--- config.mk ---
export PLATFORM = sky130hd
export DESIGN_NAME = ts_tx_gen
export DESIGN_NICKNAME = d
export VERILOG_FILES = /design/src/rtl/ts_tx_gen.sv
export SDC_FILE = /design/constraint.sdc
export NUM_CORES = 1
export LEC_CHECK = 0
export BUFFER_PORTS_ARGS = -buffer_cell sky130_fd_sc_hd__buf_4
export CORE_MARGIN = 1.5
export CORE_UTILIZATION = 55
export CTS_CLUSTER_DIAMETER = 30
export DETAILED_ROUTE_END_ITERATION = 10
export HOLD_SLACK_MARGIN = 0.15
export PLACE_DENSITY = 0.8
export RECOVER_POWER = 50
export SLEW_MARGIN = 20
export SYNTH_ARGS = -nofsm -noshare
export SYNTH_HDL_FRONTEND = slang
export SYNTH_SLANG_ARGS = --single-unit
--- constraint.sdc ---
create_clock -name clk -period 3.11 [get_ports clk]
set_clock_uncertainty 0.2 [all_clocks]
set_input_delay 0.622 -clock clk [delete_from_list [all_inputs] [get_ports clk]]
set_output_delay 0.622 -clock clk [all_outputs]
set_load 0.01 [all_outputs]
--- src/rtl/ts_tx_gen.sv ---
// ts_tx_gen: TS1/TS2 ordered-set burst generator. Emits back-to-back 16-symbol
// sets (COM, link, lane, N_FTS, rate, training control, 10 x identifier) on registered outputs.
module ts_tx_gen #(
    parameter logic [7:0] COM_SYM  = 8'hBC,
    parameter logic [7:0] PAD_SYM  = 8'hF7,
    parameter logic [7:0] TS1_ID   = 8'h4A,
    parameter logic [7:0] TS2_ID   = 8'h45,
    parameter logic [7:0] IDLE_SYM = 8'h00
) (
    input  logic        clk,
    input  logic        reset,
    input  logic        en,
    input  logic        start,
    input  logic        stop,
    input  logic        os_sel,
    input  logic [7:0]  os_count,
    input  logic [7:0]  linkn,
    input  logic [7:0]  lanen,
    input  logic [7:0]  nfts,
    input  logic [7:0]  dri,
    input  logic [7:0]  tc,
    output logic [7:0]  txdata,
    output logic        txdatak,
    output logic        txvalid,
    output logic        busy,
    output logic        done,
    output logic [15:0] os_sent,
    output logic        fsm_state
);

    // Handshake: start is accepted only while busy=0 and en=1; from the next
    // cycle txvalid=busy=1 and every cycle carries one symbol (no backpressure)
    // until the cycle after done, or the edge after en drops.
    typedef enum logic {IDLE = 1'b0, SEND = 1'b1} state_t;

    state_t      state, state_nx;
    logic [3:0]  idx, idx_nx;
    logic        stop_lat, stop_lat_nx;
    logic [7:0]  burst_len, burst_len_nx;
    logic [15:0] os_sent_nx, os_sent_inc;
    logic        cap;
    logic        cap_sel;
    logic [7:0]  cap_linkn, cap_lanen, cap_nfts, cap_dri, cap_tc;
    logic [7:0]  txdata_nx;
    logic        txdatak_nx, done_nx, final_set;

    assign os_sent_inc = (os_sent == 16'hFFFF) ? os_sent : os_sent + 16'd1;

    // Decided when index 15 is issued, so stop seen during the index-15 cycle
    // itself belongs to the following set.
    assign final_set = ((burst_len != 8'd0) && (os_sent_inc == {8'h00, burst_len}))
                       || stop_lat || stop;

    always_comb begin
        state_nx     = state;
        idx_nx       = idx;
        stop_lat_nx  = stop_lat;
        burst_len_nx = burst_len;
        os_sent_nx   = os_sent;
        cap          = 1'b0;
        done_nx      = 1'b0;
        case (state)
            IDLE: begin
                if (en && start) begin
                    state_nx     = SEND;
                    idx_nx       = 4'd0;
                    stop_lat_nx  = 1'b0;
                    burst_len_nx = os_count;
                    os_sent_nx   = 16'd0;
                    cap          = 1'b1;
                end
            end
            SEND: begin
                if (!en) begin
                    state_nx    = IDLE;
                    idx_nx      = 4'd0;
                    stop_lat_nx = 1'b0;
                end else if (idx == 4'd15) begin
                    if (done) begin
                        state_nx    = IDLE;
                        idx_nx      = 4'd0;
                        stop_lat_nx = 1'b0;
                    end else begin
                        idx_nx      = 4'd0;
                        stop_lat_nx = stop;
                        cap         = 1'b1;
                    end
                end else begin
                    idx_nx      = idx + 4'd1;
                    stop_lat_nx = stop_lat | stop;
                    if (idx == 4'd14) begin
                        os_sent_nx = os_sent_inc;
                        done_nx    = final_set;
                    end
                end
            end
            default: state_nx = IDLE;
        endcase
    end

    always_comb begin
        txdata_nx  = IDLE_SYM;
        txdatak_nx = 1'b0;
        if (state_nx == SEND) begin
            case (idx_nx)
                4'd0: begin
                    txdata_nx  = COM_SYM;
                    txdatak_nx = 1'b1;
                end
                4'd1: begin
                    txdata_nx  = cap_linkn;
                    txdatak_nx = (cap_linkn == PAD_SYM);
                end
                4'd2: begin
                    txdata_nx  = cap_lanen;
                    txdatak_nx = (cap_lanen == PAD_SYM);
                end
                4'd3:    txdata_nx = cap_nfts;
                4'd4:    txdata_nx = cap_dri;
                4'd5:    txdata_nx = cap_tc;
                default: txdata_nx = cap_sel ? TS2_ID : TS1_ID;
            endcase
        end
    end

    always_ff @(posedge clk or posedge reset) begin
        if (reset) begin
            state     <= IDLE;
            idx       <= 4'd0;
            stop_lat  <= 1'b0;
            burst_len <= 8'd0;
            os_sent   <= 16'd0;
            txdata    <= IDLE_SYM;
            txdatak   <= 1'b0;
            done      <= 1'b0;
        end else begin
            state     <= state_nx;
            idx       <= idx_nx;
            stop_lat  <= stop_lat_nx;
            burst_len <= burst_len_nx;
            os_sent   <= os_sent_nx;
            txdata    <= txdata_nx;
            txdatak   <= txdatak_nx;
            done      <= done_nx;
        end
    end

    // Field snapshot taken as index 0 is issued; held for the whole set.
    always_ff @(posedge clk or posedge reset) begin
        if (reset) begin
            cap_sel   <= 1'b0;
            cap_linkn <= 8'd0;
            cap_lanen <= 8'd0;
            cap_nfts  <= 8'd0;
            cap_dri   <= 8'd0;
            cap_tc    <= 8'd0;
        end else if (cap) begin
            cap_sel   <= os_sel;
            cap_linkn <= linkn;
            cap_lanen <= lanen;
            cap_nfts  <= nfts;
            cap_dri   <= dri;
            cap_tc    <= tc;
        end
    end

    assign busy      = (state == SEND);
    assign txvalid   = (state == SEND);
    assign fsm_state = (state == SEND);

endmodule

=== Yosys cells after proc, flatten, opt, wreduce, memory -nomap -nowiden ===
Cells that the tools add are included.

* Bits of input ports: 54
* Register bits: 81
* Word-level logic and storage cells: 73
* Output and inout bits: 29

* Bitwise logic cells: 2
* $add $sub $neg: 2
* Mux-type cells: 32
* Equal/unequal tests: 15
* Reduce and logical (&&, ||, !) cells: 8

{| class="wikitable"
|+ Operator list
! kind !! count
|-
| $mux 16 || 5
|-
| $pmux 8 s6 || 1
|-
| $pmux 16 s2 || 1
|-
| $add 16x1->16 const B || 1
|-
| $eq 16x16->1 const B || 1
|-
| $eq 16x8->1 || 1
|-
| $eq 8x8->1 const B || 2
|-
| $mux 4 || 4
|-
| $mux 1 || 15
|-
| $eq 4x2->1 const B || 2
|-
| $eq 4x3->1 const B || 2
|-
| $eq 4x4->1 const B || 2
|-
| $mux 8 || 1
|-
| $pmux 4 s2 || 1
|-
| $reduce_bool 8->1 || 1
|-
| $ne 2x2->1 const B || 3
|-
| $pmux 1 s2 || 3
|-
| $add 4x1->4 const B || 1
|-
| $eq 4x1->1 const B || 1
|-
| $logic_not 4->1 || 1
|-
| $reduce_and 4->1 || 1
|-
| $pmux 1 s3 || 1
|-
| $logic_and 1x1->1 || 2
|-
| $logic_or 1x1->1 || 2
|-
| other kinds (4) || 4
|}

=== Depth between registers and ports, before layout ===
* Word-level depth: 10
* Gate-level depth with buffers: 9
* Depth with buffers taken out: 8

=== Worst setup path before layout ===
OpenSTA, ideal clock, no wires.

* Path type: register to register
* Start: reg os_sent[0]
* End: reg done
* Setup time: 74 ps
* Required time: 2836 ps
* Path buffers: 0
* Data arrival time: 2125 ps
* Period minus slack after synthesis: 2399 ps
* Stages on the path, launching flop included: 8
* Slack: 711 ps
* Cells stage by stage: dfrtp_1 -> ha_1 -> nand3_2 -> nor3_4 -> nand2_1 -> mux2i_1 -> a2111o_1 -> o21ai_2

* Cells in the longest elaborated chain, start to end: 10

{| class="wikitable"
|+ RTL lines
! item !! line !! source
|-
| start: declaration || 27 || <nowiki>output logic [15:0] os_sent,</nowiki>
|-
| start signal: assignment || 141 || <nowiki>os_sent <= os_sent_nx;</nowiki>
|-
| $add 16x1->16 or $eq 16x16->1 (tied branches) || 47 || <nowiki>assign os_sent_inc = (os_sent == 16'hFFFF) ? os_sent : os_sent + 16'd1;</nowiki>
|-
| $mux 16 * || 47 ||
|-
| $eq 16x8->1 * || 51 || <nowiki>assign final_set = ((burst_len != 8'd0) && (os_sent_inc == {8'h00, burst_len}))</nowiki>
|-
| $logic_and 1x1->1 * || 51 ||
|-
| $logic_or 1x1->1 * (2 in a row) || 52 || <nowiki>|| stop_lat || stop;</nowiki>
|-
| $mux 1 * || 91 || <nowiki>if (idx == 4'd14) begin</nowiki>
|-
| $mux 1 * || 78 || <nowiki>end else if (idx == 4'd15) begin</nowiki>
|-
| $mux 1 * || 74 || <nowiki>if (!en) begin</nowiki>
|-
| $mux 1 * || 62 || <nowiki>case (state)</nowiki>
|-
| net done_nx || 45 || <nowiki>logic txdatak_nx, done_nx, final_set;</nowiki>
|-
| end signal: assignment || 144 || <nowiki>done <= done_nx;</nowiki>
|-
| end: declaration || 26 || <nowiki>output logic done,</nowiki>
|}

The timed path passes the listed nets; every way through them passes the cells marked *.
A chain may end at the register's enable or synchronous reset.

=== Worst setup path after layout ===
Ends and elaborated chain as after synthesis.

==> impl_metrics.json <==
{
  "relSlewSlack": 0.0929,
  "die_w_um": 90.3,
  "p_leak_uw": 0.00234,
  "cts.sinks": 81,
  "p_per_area_nw_per_um2": 641,
  "syn_to_final_growth_pct": 22.1,
  "synth_nets": 464,
  "grt_pass1_wl_um": 17100,
  "timing.critical_path.from": "os_sent[0]$_DFFE_PP0P_",
  "vdd_ir_drop_max_v": 0.000403,
  "crit_chain": "ha_1 -> nand3_2 -> nor3_4 -> nand2_1 -> mux2i_1 -> a2111o_1 -> o21ai_2",
  "rr_worst_depth": 7,
  "stdcell_count": 592,
  "hpwl_um": 7420,
  "num_rows": 31,
  "tightestPinTransition_ns": 1.36,
  "cp_max_fo": 10,
  "dr_total_vias": 3557,
  "hold_end": "burst_len[7]$_DFFE_PP0P_",
  "r2r-start": "os_sent[0]$_DFFE_PP0P_",
  "synth_cell_types": 59,
  "place_congestion": 0.899,
  "synthesis.area_sq_um": 4200,
  "finalCriticalPeriod_ns": 2.73,
  "post_cts.repair.setup_buffers": 0,
  "wl_um": 10700,
  "final_cell_mix": "buf_4 (84), dfrtp_1 (81), nand2_1 (59)",
  "syn_area_per_cell_sq_um": 10.3,
  "fillCellCount": 561,
  "core_sq_um": 7330,
  "dp_cells": 576,
  "postRouteAntennaNets": 0,
  "drt_iter0_markers": 387,
  "cp_slowest_cell": "dfrtp_1",
  "clk_latency_ns": 0.37,
  "ys_async_sr_fraction": 1.00,
  "grt_overflow": 0,
  "final_common_cell": "buf_4",
  "cts_tree": "done",
  "post_cts_resized": 0,
  "cts.path.max_buffers": 2,
  "die-height_um": 90.3,
  "criticalPathCategory": "reg -> reg",
  "yosysWarningCount": 0,
  "nets": 545,
  "port_buffers": 82,
  "worst-path-buf-inv": 0,
  "rr_endpoint": "done$_DFF_PP0_",
  "antennaDiodeCount": 0,
  "htree_levels": 3,
  "drc_errors": 0,
  "critical_path.max_stage_delay_ns": 0.54,
  "finalHoldViolCount": 0,
  "maxCapViolCount": 0,
  "grt_setup_unrepaired": "false",
  "yosysSeqAreaShare": 0.483,
  "crit_family": "simple AND/OR/NAND/NOR gates",
  "vias_per_cell": 6.01,
  "maxSlewViolCount": 0,
  "clk_pin_slew_worst_paths_ns": 0.09,
  "grt_use_total": 0.267,
  "dieArea_sq_um": 8160,
  "cts_root_buffer": "clkbuf_8",
  "whs_path_depth": 3,
  "min_from": "os_count[7]",
  "firstDrtPassIters": 5,
  "initial_core_util": 0.572,
  "fin_crit_sh": 0.877,
  "register_area_sq_um": 2030,
  "clock.fmax_mhz": 367,
  "r2r_setup_slack_ns": 0.38,
  "wire_per_inst_um": 18.0,
  "ys_seq_elements": 81,
  "io_pins": 83,
  "total_power_uw": 3280,
  "antenna_found_initial": 0,
  "multi_input_area_sq_um": 2030,
  "endpoint_kind": "flip-flop",
  "status": "completed",
  "hold_buffers": 0,
  "synth_edf_count": 0,
  "cp.arrival_ns": 2.82,
  "required_ns": 3.20,
  "grt_pass1_vias": 3311,
  "hold_class": "in -> reg",
  "setup_violations": 0,
  "drive_gt1_frac": 0.327,
  "cp-start-kind": "flip-flop",
  "cts_made_buffers": 9,
  "synth_ff_type": "dfrtp_1",
  "netlist_instances": 407,
  "grt_max_degree": 43,
  "tns_ns": 0
}
-- registers in the layout (all words and copies together) (netlist names) --
name	cells
os_sent	16
burst_len	8
cap_dri	8
cap_lanen	8
cap_linkn	8
cap_nfts	8
cap_tc	8
txdata	8
idx	4
busy	1
cap_sel	1
done	1
stop_lat	1
txdatak	1
-- logic make-up after synthesis --
family                   synth area share
AND/OR/NAND/NOR                     0.176
AO/OA/AOI/OAI                       0.135
flip-flops                          0.483
multiplexers                        0.140
buffers and inverters              0.0364
XOR/XNOR                           0.0209
adder cells (fa/ha/maj)           0.00895
-- stage by stage --
stage	utilization	area, sq um	hold WS [ns]	worst slack, ns
3_3_place_gp	0.673	4930	0.290	0.486
3_5_place_dp	0.673	4930	0.289	0.409
6_report	0.699	5120	0.248	0.382
5_1_grt	0.699	5120	0.262	0.224
4_1_cts	0.704	5160	0.231	0.423
2_1_floorplan	-	4200	0.261	0.208
-- cells in the mapped netlist (7+ instances only) --
cell type	instances	area [sq um]
nand2_1	59	221
nor4_1	7	43.8
mux2i_1	8	80.1
inv_1	11	41.3
nand3_1	12	60.1
mux2_2	45	507
nor2_1	19	71.3
buf_2	11	55.1
o21ai_0	21	105
clkbuf_1	7	26.3
a21oi_1	19	95.1
a31oi_1	8	50.1
nand4_1	7	43.8
dfrtp_1	81	2030
nor3_1	8	40.0
-- report_power, final --
group	internal [uW]	total (uW)	switching, uW
Combinational	432	827	396
Clock	467	900	433
Sequential	1330	1560	229
Total	2220	3280	1060
-- worst max-delay path by stage --
stage	to	depth (start not counted)
after floorplan	burst_len[0]$_DFFE_PP0P_	1
after global placement	txdata[0]$_DFF_PP0_	7
after detailed placement	txdata[0]$_DFF_PP0_	7
after CTS	done$_DFF_PP0_	7
after global routing	txdata[0]$_DFF_PP0_	8
final	done$_DFF_PP0_	7
-- worst reg2reg max path: cells and delay by family (launching register included) --
family	cells	cell delay, ns
simple gates	3	0.84
fa+ha+maj	1	0.30
compound gates	2	0.59
mux	1	0.19
flops	1	0.54
-- final cells by class --
type	instances	area share
Multi-Input combinational cell	291	0.396
Sequential cell	81	0.396
Timing Repair Buffer	92	0.130
Clock buffer	9	0.0242
Tap cell	99	0.0242
Clock inverter	7	0.0203
Inverter	13	0.00953
-- routing by layer --
layer	share of wire	global-route usage	wire length, um
met1	0.45	0.402	4830
met2	0.46	0.389	4920
met3	0.068	0.0505	724
met4	0.017	0.0873	186
met5	0	0	0
(Power assumes the default switching activity.)
